<file path="src/rtl/id_operand_issue_if.sv">
// rtl/id_operand_issue_if.sv - ID->EX issue bus (valid/allowin handshake plus issued payload)
//
// Purpose: carries one issued instruction and its resolved operands from ID to EX.
// Signals:
//   ex_valid   producer -> consumer  issued instruction valid
//   ex_allowin consumer -> producer  EX can accept this cycle
//   ex_pc      producer -> consumer  issued pc
//   ex_inst    producer -> consumer  issued instruction
//   ex_src1    producer -> consumer  resolved first operand
//   ex_src2    producer -> consumer  resolved second operand
// Modports: master = ID (producer), slave = EX (consumer).
interface id_operand_issue_if #(
  parameter int XLEN = 32
);
  logic            ex_valid;
  logic            ex_allowin;
  logic [XLEN-1:0] ex_pc;
  logic [XLEN-1:0] ex_inst;
  logic [XLEN-1:0] ex_src1;
  logic [XLEN-1:0] ex_src2;

  modport master (
    output ex_valid, ex_pc, ex_inst, ex_src1, ex_src2,
    input  ex_allowin
  );

  modport slave (
    input  ex_valid, ex_pc, ex_inst, ex_src1, ex_src2,
    output ex_allowin
  );
endinterface

</file>
<file path="src/rtl/id_operand_issue.sv">
// rtl/id_operand_issue.sv - ID-stage operand issue with EX/MEM/WB bypass and load-use stall
//
// Purpose: holds the IF->ID instruction register, reads the register file, resolves
// each operand through the EX > MEM > WB > RF bypass chain, stalls on a load-use
// hazard and registers the result onto the ID->EX bus.
// Optional feature macro: ID_STALL_CNT_EN (load-use stall cycle counter on stall_cnt;
// when undefined stall_cnt is constant 0 and no counter flops exist).
// Ports:
//   clk, rst                 clock, synchronous active-high reset
//   if_valid/if_pc/if_inst   instruction offered by IF; id_allowin back to IF
//   flush                    redirect from EX, kills the ID instruction
//   id_pc/id_inst            held instruction towards the decoder
//   dec_use1/use2/src2_rd    decoder source usage for the held instruction
//   rf_raddr1/2, rf_rdata1/2 register file read port (combinational data)
//   ex_/mem_/wb_fwd_*        forwarding ports (valid, addr, data)
//   ex_ld_pending/ld_addr    load in EX and its destination
//   ex_bus                   ID->EX bus (master side)
//   stall_cnt                load-use stall cycle count
module id_operand_issue #(
  parameter int XLEN = 32,
  parameter int RA_W = 5
) (
  input  logic            clk,
  input  logic            rst,
  input  logic            if_valid,
  input  logic [XLEN-1:0] if_pc,
  input  logic [XLEN-1:0] if_inst,
  output logic            id_allowin,
  input  logic            flush,
  output logic [XLEN-1:0] id_pc,
  output logic [XLEN-1:0] id_inst,
  input  logic            dec_use1,
  input  logic            dec_use2,
  input  logic            dec_src2_rd,
  output logic [RA_W-1:0] rf_raddr1,
  output logic [RA_W-1:0] rf_raddr2,
  input  logic [XLEN-1:0] rf_rdata1,
  input  logic [XLEN-1:0] rf_rdata2,
  input  logic            ex_fwd_valid,
  input  logic [RA_W-1:0] ex_fwd_addr,
  input  logic [XLEN-1:0] ex_fwd_data,
  input  logic            ex_ld_pending,
  input  logic [RA_W-1:0] ex_ld_addr,
  input  logic            mem_fwd_valid,
  input  logic [RA_W-1:0] mem_fwd_addr,
  input  logic [XLEN-1:0] mem_fwd_data,
  input  logic            wb_fwd_valid,
  input  logic [RA_W-1:0] wb_fwd_addr,
  input  logic [XLEN-1:0] wb_fwd_data,
  id_operand_issue_if.master ex_bus,
  output logic [31:0]     stall_cnt
);

  logic            id_valid_q, id_valid_d;
  logic [XLEN-1:0] id_pc_q, id_pc_d;
  logic [XLEN-1:0] id_inst_q, id_inst_d;
  logic            ex_valid_q, ex_valid_d;
  logic [XLEN-1:0] ex_pc_q, ex_pc_d;
  logic [XLEN-1:0] ex_inst_q, ex_inst_d;
  logic [XLEN-1:0] ex_src1_q, ex_src1_d;
  logic [XLEN-1:0] ex_src2_q, ex_src2_d;

  logic [RA_W-1:0] rj_addr, src2_addr;
  logic            ex_allowin;
  logic            stall, id_ready_go;
  logic [XLEN-1:0] src1_val, src2_val;

  assign ex_allowin = ex_bus.ex_allowin;

  // LoongArch-style fields: rd[4:0], rj[9:5], rk[14:10].
  assign rj_addr   = id_inst_q[9:5];
  assign src2_addr = dec_src2_rd ? id_inst_q[4:0] : id_inst_q[14:10];
  assign rf_raddr1 = rj_addr;
  assign rf_raddr2 = src2_addr;

  // A load in EX cannot be forwarded yet; its consumer must wait one cycle.
  assign stall = id_valid_q & ex_ld_pending & (ex_ld_addr != '0) &
                 ((dec_use1 & (ex_ld_addr == rj_addr)) |
                  (dec_use2 & (ex_ld_addr == src2_addr)));
  assign id_ready_go = ~stall;
  assign id_allowin  = ~id_valid_q | (id_ready_go & ex_allowin);

  // Youngest producer wins; r0 is hard-wired to zero regardless of forwards.
  function automatic logic [XLEN-1:0] bypass(input logic [RA_W-1:0] a,
                                             input logic [XLEN-1:0] rf_val);
    if (a == '0)                              return '0;
    else if (ex_fwd_valid  && ex_fwd_addr  == a) return ex_fwd_data;
    else if (mem_fwd_valid && mem_fwd_addr == a) return mem_fwd_data;
    else if (wb_fwd_valid  && wb_fwd_addr  == a) return wb_fwd_data;
    else                                      return rf_val;
  endfunction

  assign src1_val = bypass(rj_addr, rf_rdata1);
  assign src2_val = bypass(src2_addr, rf_rdata2);

  always_comb begin
    id_valid_d = id_valid_q;
    id_pc_d    = id_pc_q;
    id_inst_d  = id_inst_q;
    ex_valid_d = ex_valid_q;
    ex_pc_d    = ex_pc_q;
    ex_inst_d  = ex_inst_q;
    ex_src1_d  = ex_src1_q;
    ex_src2_d  = ex_src2_q;

    if (flush) begin
      id_valid_d = 1'b0;
    end else if (id_allowin) begin
      id_valid_d = if_valid;
      if (if_valid) begin
        id_pc_d   = if_pc;
        id_inst_d = if_inst;
      end
    end

    // When EX is blocked the whole bus holds, so a stall creates no bubble then.
    if (ex_allowin) begin
      ex_valid_d = id_valid_q & id_ready_go & ~flush;
      ex_pc_d    = id_pc_q;
      ex_inst_d  = id_inst_q;
      ex_src1_d  = src1_val;
      ex_src2_d  = src2_val;
    end
  end

  always_ff @(posedge clk) begin
    if (rst) begin
      id_valid_q <= 1'b0;
      id_pc_q    <= '0;
      id_inst_q  <= '0;
      ex_valid_q <= 1'b0;
      ex_pc_q    <= '0;
      ex_inst_q  <= '0;
      ex_src1_q  <= '0;
      ex_src2_q  <= '0;
    end else begin
      id_valid_q <= id_valid_d;
      id_pc_q    <= id_pc_d;
      id_inst_q  <= id_inst_d;
      ex_valid_q <= ex_valid_d;
      ex_pc_q    <= ex_pc_d;
      ex_inst_q  <= ex_inst_d;
      ex_src1_q  <= ex_src1_d;
      ex_src2_q  <= ex_src2_d;
    end
  end

  assign id_pc           = id_pc_q;
  assign id_inst         = id_inst_q;
  assign ex_bus.ex_valid = ex_valid_q;
  assign ex_bus.ex_pc    = ex_pc_q;
  assign ex_bus.ex_inst  = ex_inst_q;
  assign ex_bus.ex_src1  = ex_src1_q;
  assign ex_bus.ex_src2  = ex_src2_q;

`ifdef ID_STALL_CNT_EN
  logic [31:0] stall_cnt_q, stall_cnt_d;

  // Counts only cycles where the stall actually costs an issue slot.
  always_comb begin
    stall_cnt_d = stall_cnt_q;
    if (stall && ex_allowin && !flush) stall_cnt_d = stall_cnt_q + 32'd1;
  end

  always_ff @(posedge clk) begin
    if (rst) stall_cnt_q <= '0;
    else     stall_cnt_q <= stall_cnt_d;
  end

  assign stall_cnt = stall_cnt_q;
`else
  assign stall_cnt = '0;
`endif

endmodule

</file>
<file path="src/flat_wrapper.sv">
// flat-port wrapper written by rule: the top's interface ports become plain ports
module id_operand_issue_flat 
#(
  parameter int XLEN = 32,
  parameter int RA_W = 5
)
  (clk, rst, if_valid, if_pc, if_inst, id_allowin, flush, id_pc, id_inst, dec_use1, dec_use2, dec_src2_rd, rf_raddr1, rf_raddr2, rf_rdata1, rf_rdata2, ex_fwd_valid, ex_fwd_addr, ex_fwd_data, ex_ld_pending, ex_ld_addr, mem_fwd_valid, mem_fwd_addr, mem_fwd_data, wb_fwd_valid, wb_fwd_addr, wb_fwd_data, stall_cnt, ex_bus_ex_valid, ex_bus_ex_pc, ex_bus_ex_inst, ex_bus_ex_src1, ex_bus_ex_src2, ex_bus_ex_allowin);
  id_operand_issue_if #(.XLEN(XLEN)) ex_bus_i ();
  input  logic clk;
  input  logic rst;
  input  logic if_valid;
  input  logic [XLEN-1:0] if_pc;
  input  logic [XLEN-1:0] if_inst;
  output logic id_allowin;
  input  logic flush;
  output logic [XLEN-1:0] id_pc;
  output logic [XLEN-1:0] id_inst;
  input  logic dec_use1;
  input  logic dec_use2;
  input  logic dec_src2_rd;
  output logic [RA_W-1:0] rf_raddr1;
  output logic [RA_W-1:0] rf_raddr2;
  input  logic [XLEN-1:0] rf_rdata1;
  input  logic [XLEN-1:0] rf_rdata2;
  input  logic ex_fwd_valid;
  input  logic [RA_W-1:0] ex_fwd_addr;
  input  logic [XLEN-1:0] ex_fwd_data;
  input  logic ex_ld_pending;
  input  logic [RA_W-1:0] ex_ld_addr;
  input  logic mem_fwd_valid;
  input  logic [RA_W-1:0] mem_fwd_addr;
  input  logic [XLEN-1:0] mem_fwd_data;
  input  logic wb_fwd_valid;
  input  logic [RA_W-1:0] wb_fwd_addr;
  input  logic [XLEN-1:0] wb_fwd_data;
  output logic [31:0] stall_cnt;
  output wire logic [$bits(ex_bus_i.ex_valid)-1:0] ex_bus_ex_valid;
  output wire logic [$bits(ex_bus_i.ex_pc)-1:0] ex_bus_ex_pc;
  output wire logic [$bits(ex_bus_i.ex_inst)-1:0] ex_bus_ex_inst;
  output wire logic [$bits(ex_bus_i.ex_src1)-1:0] ex_bus_ex_src1;
  output wire logic [$bits(ex_bus_i.ex_src2)-1:0] ex_bus_ex_src2;
  input wire logic [$bits(ex_bus_i.ex_allowin)-1:0] ex_bus_ex_allowin;
  assign ex_bus_ex_valid = ex_bus_i.ex_valid;
  assign ex_bus_ex_pc = ex_bus_i.ex_pc;
  assign ex_bus_ex_inst = ex_bus_i.ex_inst;
  assign ex_bus_ex_src1 = ex_bus_i.ex_src1;
  assign ex_bus_ex_src2 = ex_bus_i.ex_src2;
  assign ex_bus_i.ex_allowin = ex_bus_ex_allowin;
  id_operand_issue #(.XLEN(XLEN), .RA_W(RA_W)) u_core (.clk(clk), .rst(rst), .if_valid(if_valid), .if_pc(if_pc), .if_inst(if_inst), .id_allowin(id_allowin), .flush(flush), .id_pc(id_pc), .id_inst(id_inst), .dec_use1(dec_use1), .dec_use2(dec_use2), .dec_src2_rd(dec_src2_rd), .rf_raddr1(rf_raddr1), .rf_raddr2(rf_raddr2), .rf_rdata1(rf_rdata1), .rf_rdata2(rf_rdata2), .ex_fwd_valid(ex_fwd_valid), .ex_fwd_addr(ex_fwd_addr), .ex_fwd_data(ex_fwd_data), .ex_ld_pending(ex_ld_pending), .ex_ld_addr(ex_ld_addr), .mem_fwd_valid(mem_fwd_valid), .mem_fwd_addr(mem_fwd_addr), .mem_fwd_data(mem_fwd_data), .wb_fwd_valid(wb_fwd_valid), .wb_fwd_addr(wb_fwd_addr), .wb_fwd_data(wb_fwd_data), .ex_bus(ex_bus_i), .stall_cnt(stall_cnt));
endmodule
</file>
<file path="config.mk">
export PLATFORM = sky130hd
export DESIGN_NAME = id_operand_issue_flat
export DESIGN_NICKNAME = d
export VERILOG_FILES = /design/src/rtl/id_operand_issue_if.sv /design/src/rtl/id_operand_issue.sv /design/src/flat_wrapper.sv
export SDC_FILE = /design/constraint.sdc
export NUM_CORES = 1
export LEC_CHECK = 0
export BUFFER_PORTS_ARGS = -buffer_cell sky130_fd_sc_hd__buf_2
export CAP_MARGIN = 20
export CELL_PAD_IN_SITES_DETAIL_PLACEMENT = 1
export CELL_PAD_IN_SITES_GLOBAL_PLACEMENT = 1
export CORE_AREA = 5 5 187 189
export CTS_CLUSTER_SIZE = 16
export DETAILED_ROUTE_END_ITERATION = 10
export DIE_AREA = 0 0 192 194
export GPL_TIMING_DRIVEN = 0
export MAX_ROUTING_LAYER = met4
export PLACE_DENSITY = 0.74
export SLEW_MARGIN = 20
export SYNTH_ARGS = -nofsm -noshare
export SYNTH_HDL_FRONTEND = slang
export SYNTH_SLANG_ARGS = --single-unit
</file>
<file path="constraint.sdc">
create_clock -name clk -period 4.2 [get_ports clk]
set_input_delay 0.21 -clock clk [delete_from_list [all_inputs] [get_ports clk]]
set_output_delay 0.21 -clock clk [all_outputs]
set_load 0.01 [all_outputs]
</file>
After elaboration in Yosys (flattened, before gate mapping)
Cells that the tools add are included.
- reduce and logical (&&, ||, !) cells: 11
- mux-type cells: 9
- eq/ne operators: 8
- bitwise gates (word level): 13
- operators with widths (operator ; number):
    two-way mux 32 bit ; 8
    equality test 5 bit ; 8
    zero test 5 bit ; 2
    bitwise AND 1 bit ; 8
    logical AND 1 bit ; 6
    two-way mux 5 bit ; 1
    nonzero test 5 bit ; 1
    NOT 1 bit ; 3
    AND reduction 3 bit ; 1
    OR 1 bit ; 2
    OR reduction 2 bit ; 1
- logic and storage cells: 49
- bits of input ports: 256
- bits in registers: 194
- output and inout bits: 236

Longest topological paths before layout
- depth after elaboration: 9
- mapped depth: 9
- depth with buffers taken out: 6

Worst setup path before layout
OpenSTA, ideal clock, no wires.
- kind: input -> register
- start point: in ex_ld_addr[0]
- end point: reg u_core.id_inst_q[0], in the netlist u_core.id_inst[0]
- cell stages on the path: 8
- arrival: 2.122 ns
- setup time: 0.128 ns
- buffers on the path: 2
- slack: 1.951 ns
- data required time: 4.072 ns
- cell sequence: or4_4 o211a_1 a41o_1 a2111oi_2 buf_6 buf_8 mux2i_1 nor2_1
- cells in the longest elaborated chain, start to end: 8
- elaborated cells between the ends (all ways): 12
- classes of those cells: 2 x eq/ne; 8 x bitwise; 2 x reduce/logical
- RTL lines (what ; line ; source):
    start, declared ; flat_wrapper.sv:29 ; input logic [RA_W-1:0] ex_ld_addr;
    equality test 5 bit, on equally long branches ; id_operand_issue.sv:78, id_operand_issue.sv:79 ;
    bitwise AND 1 bit, on equally long branches ; id_operand_issue.sv:78, id_operand_issue.sv:79 ;
    OR 1 bit ; id_operand_issue.sv:78 ; ((dec_use1 & (ex_ld_addr == rj_addr)) |
    bitwise AND 1 bit (*) ; id_operand_issue.sv:77 ; assign stall = id_valid_q & ex_ld_pending & (ex_ld_addr != '0) &
    NOT 1 bit (*) ; id_operand_issue.sv:80 ; assign id_ready_go = ~stall;
    bitwise AND 1 bit (*) ; id_operand_issue.sv:81 ; assign id_allowin = ~id_valid_q | (id_ready_go & ex_allowin);
    OR 1 bit (*) ; id_operand_issue.sv:81 ;
    AND reduction 3 bit (no line) (*) ; - ;
    end signal, assigned ; id_operand_issue.sv:139 ; id_inst_q <= id_inst_d;
    end, declared ; id_operand_issue.sv:56 ; logic [XLEN-1:0] id_inst_q, id_inst_d;
Every way passes the cells marked *; elsewhere a longest branch is shown, timed or not.
A chain may end at the register's enable or synchronous reset.

Worst setup path in the final report
- start point: reg u_core.id_inst_q[0], in the netlist u_core.id_inst[0]
- end point: reg u_core.ex_src2_q[0], in the netlist u_core.ex_bus.ex_src2[0]
- cells in the longest elaborated chain, start to end: 7
- elaborated cells between the ends (all ways): 12
- classes of those cells: 3 x eq/ne; 5 x mux; 4 x reduce/logical
- RTL lines (what ; line ; source):
    two-way mux 5 bit (*) ; id_operand_issue.sv:72 ; assign src2_addr = dec_src2_rd ? id_inst_q[4:0] : id_inst_q[14:10];
    equality test 5 bit ; id_operand_issue.sv:89 ; else if (wb_fwd_valid && wb_fwd_addr == a) return wb_fwd_data;
    logical AND 1 bit ; id_operand_issue.sv:89 ;
    two-way mux 32 bit ; id_operand_issue.sv:89 ;
    two-way mux 32 bit ; id_operand_issue.sv:88 ; else if (mem_fwd_valid && mem_fwd_addr == a) return mem_fwd_data;
    two-way mux 32 bit ; id_operand_issue.sv:87 ; else if (ex_fwd_valid && ex_fwd_addr == a) return ex_fwd_data;
    two-way mux 32 bit (*) ; id_operand_issue.sv:86 ; if (a == '0) return '0;
    end signal, assigned ; id_operand_issue.sv:144 ; ex_src2_q <= ex_src2_d;
    end, declared ; id_operand_issue.sv:61 ; logic [XLEN-1:0] ex_src2_q, ex_src2_d;
Marked as above.

==> impl_metrics.yaml <==
grt:
  grt_overflow: 0
  grt_max_degree: 19
  track_usage: 0.250
  antenna_found_initial: 17
  grt_pass1_vias: 11400
  grt_first_pass_wirelength_um: 69200
drt:
  remaining_drc_errors: 0
  first_pass_iters: 5
  via_per_inst: 5.08
  drtIter0Drc: 476
  route.vias.total: 10600
  wl_um: 47900
  drt.antenna.violating_nets: 0
  wl_per_cell_um: 22.9
cts:
  htree_levels: 4
  cts_resized: 0
  cts_buffer_depth: 2
  clkLatencyLatePin_ns: 0.45
  cts_setup_buffers: 0
  cts_root_buf: "clkbuf_16"
  cts_buffers: 17
  path_clk_slew_ns: 0.08
  cts_tree: "done"
  cts.sink_count: 194
worst_setup_path:
  crit_type: "reg2reg"
  slowest_delay_ns: 0.81
  worstSetupEndpointType: "flip-flop"
  r2r_cells: 7
  cp.arrival_ns: 3.55
  r2r-start: "u_core.id_inst[0]"
  crit_path_start_kind: "flip-flop"
  crit_chain: "mux2i_2 -> xnor2_1 -> nor3_2 -> clkbuf_1 -> a21boi_0 -> o311ai_0 -> a221oi_1"
  r2r_slack_ns: 0.94
  crit_slowest_cell: "nor3_2"
  crit_fanout: 10
  r2r-end: "u_core.ex_bus.ex_src2[0]"
  worstPathRequired_ns: 4.49
placement:
  place_congestion: 0.910
  place_hpwl_um: 36100
  placed_cells: 1962
  port_buffers: 458
finish:
  final_cell_mix: "461 x buf_2, 194 x dfxtp_1, 165 x nor2_1"
  final_cells: 2090
  final_layout_size_suffix_gt1_frac: 0.340
  areaGrowthSynthToFinish_pct: 45.1
  mostFrequentLayoutCell: "buf_2"
  final_nets: 1871
sta:
  worst_pin_slew_ns: 1.05
  finalSetupViolations: 0
  slew_viol_final: 0
  finalClockSkew_ns: 0.0110
  hold_viol_final: 0
  slew_headroom: 0.297
  post-route-period-util: 0.777
  timing.setup.tns_ns: 0
  rsz0062_at_grt: "false"
  finalCriticalPeriod_ns: 3.26
  timing.fmax_mhz: 306
logic_synthesis:
  ys.flop_type: "dfxtp_1"
  async_reset_ff_frac: 0
  synth_seq_cells: 194
  synthDistinctLibCells: 42
  synth_area_per_cell_um2: 9.56
  syn-cell-area_um2: 9800
  ys_warn_count: 0
  synth_cells: 1025
  synth_edf_count: 0
  ys_seq_area_frac: 0.396
status:
  run_status: "finished, final reports clean"
floorplanning:
  dieWidth_um: 192
  num_rows: 67
  boundaryPins: 492
  dieArea_um2: 37200
  floorplan.initialDensity: 0.296
  dieHeight_um: 194
  core_area_um2: 33100
power:
  p_per_area_nw_per_um2: 322
  total_leakage_power_nw: 6.75
  ir_drop_mv: 0.279
hold_path:
  min_path_type: "in2reg"
  min_to: "u_core.id_pc[15]"
  worstHoldStart: "if_pc[15]"
  holdPathStages: 3
job:
  drv_cap: 0
-- registers in the layout, summed over array words and instances, names as in the netlist --
name	count
u_core.ex_bus.ex_inst	32
u_core.ex_bus.ex_pc	32
u_core.ex_bus.ex_src1	32
u_core.ex_bus.ex_src2	32
u_core.id_inst	32
u_core.id_pc	32
u_core.ex_bus.ex_valid	1
u_core.id_valid_q	1
-- worst max-delay path by stage --
stage | startpoint | endpoint | depth (start not counted)
after global routing | u_core.id_inst[0] | u_core.ex_bus.ex_src2[0] | 7
final | u_core.id_inst[0] | u_core.ex_bus.ex_src2[0] | 7
after detailed placement | ex_bus_ex_allowin | u_core.ex_bus.ex_inst[1] | 7
after floorplan | ex_ld_addr[0] | u_core.id_inst[0] | 8
after global placement | ex_bus_ex_allowin | u_core.ex_bus.ex_pc[29] | 7
after CTS | u_core.id_inst[0] | u_core.ex_bus.ex_src2[0] | 7
-- cell type report --
type,instances,area [um2]
diodes,14,35.0
plain buffers,130,743
clock buffers,20,457
clock inverters,12,139
fillers,4002,18900
inverters,6,22.5
multi-input cells,726,5260
flip-flops and latches,194,3880
well taps,448,561
repair buffers,540,3110
-- per-stage QoR --
| stage | cell area (um2) | hold slack [ns] | total power, W | worst slack [ns] | utilization |
|---|---|---|---|---|---|
| global route | 14200 | 0.00883 | 0.00475 | 0.793 | 0.429 |
| finish | 14200 | 0.0287 | 0.00458 | 0.937 | 0.429 |
| detailed placement | 12800 | 0.438 | 0.00283 | 0.921 | 0.385 |
| global placement | 12800 | 0.426 | 0.00281 | 0.995 | 0.385 |
| CTS | 14200 | 0.0000241 | 0.00460 | 0.904 | 0.428 |
| floorplan | 9910 | 0.283 | 0.00244 | 1.95 | - |
-- Yosys cell counts, drive strengths merged, types with 21 or more instances --
| cell | number | area, um2 |
|---|---|---|
| a211oi | 33 | 248 |
| a21boi | 64 | 480 |
| a221o | 32 | 320 |
| a221oi | 32 | 280 |
| and3 | 36 | 225 |
| buf | 65 | 499 |
| clkbuf | 65 | 244 |
| dfxtp | 194 | 3880 |
| mux2i | 165 | 1670 |
| nand2b | 34 | 213 |
| nand3b | 32 | 240 |
| nor2 | 165 | 619 |
| o311ai | 32 | 280 |
| xor2 | 21 | 184 |
-- metal layers --
metal,global-route usage,routed length (um)
met1,0.276,18500
met2,0.422,23800
met3,0.0643,3890
met4,0.112,1750
met5,-,0
-- kinds of logic after synthesis --
family,count (synthesis),synth area share
DFF,194,0.396
muxes,165,0.171
buffers and inverters,136,0.0782
AOI/OAI and AO/OA,203,0.172
and+or+nand+nor,286,0.147
xor gates and xnor gates,40,0.0358
other,1,0.000383
-- critical path, delay by kind of cell (launching register included) --
| kind | cells | cell delay, ns |
|---|---|---|
| simple gates | 1 | 0.81 |
| buf+inv | 1 | 0.42 |
| compound gates | 3 | 0.71 |
| xor+xnor | 1 | 0.16 |
| flops | 1 | 0.41 |
| mux | 1 | 0.59 |
-- repair_timing --
item / CTS / global route
setup endpoints to repair: 0 / 0
endpoints found under the hold margin: 82 / 0
hold buffers: 82 / 0
-- where the power goes --
part	switching [W]	leakage [nW]	internal (W)
logic	0.000481	4.88	0.000400
registers	0.0000592	1.58	0.00192
clock network	0.000839	0.292	0.000878
Power figures use the tool's default switching activity.
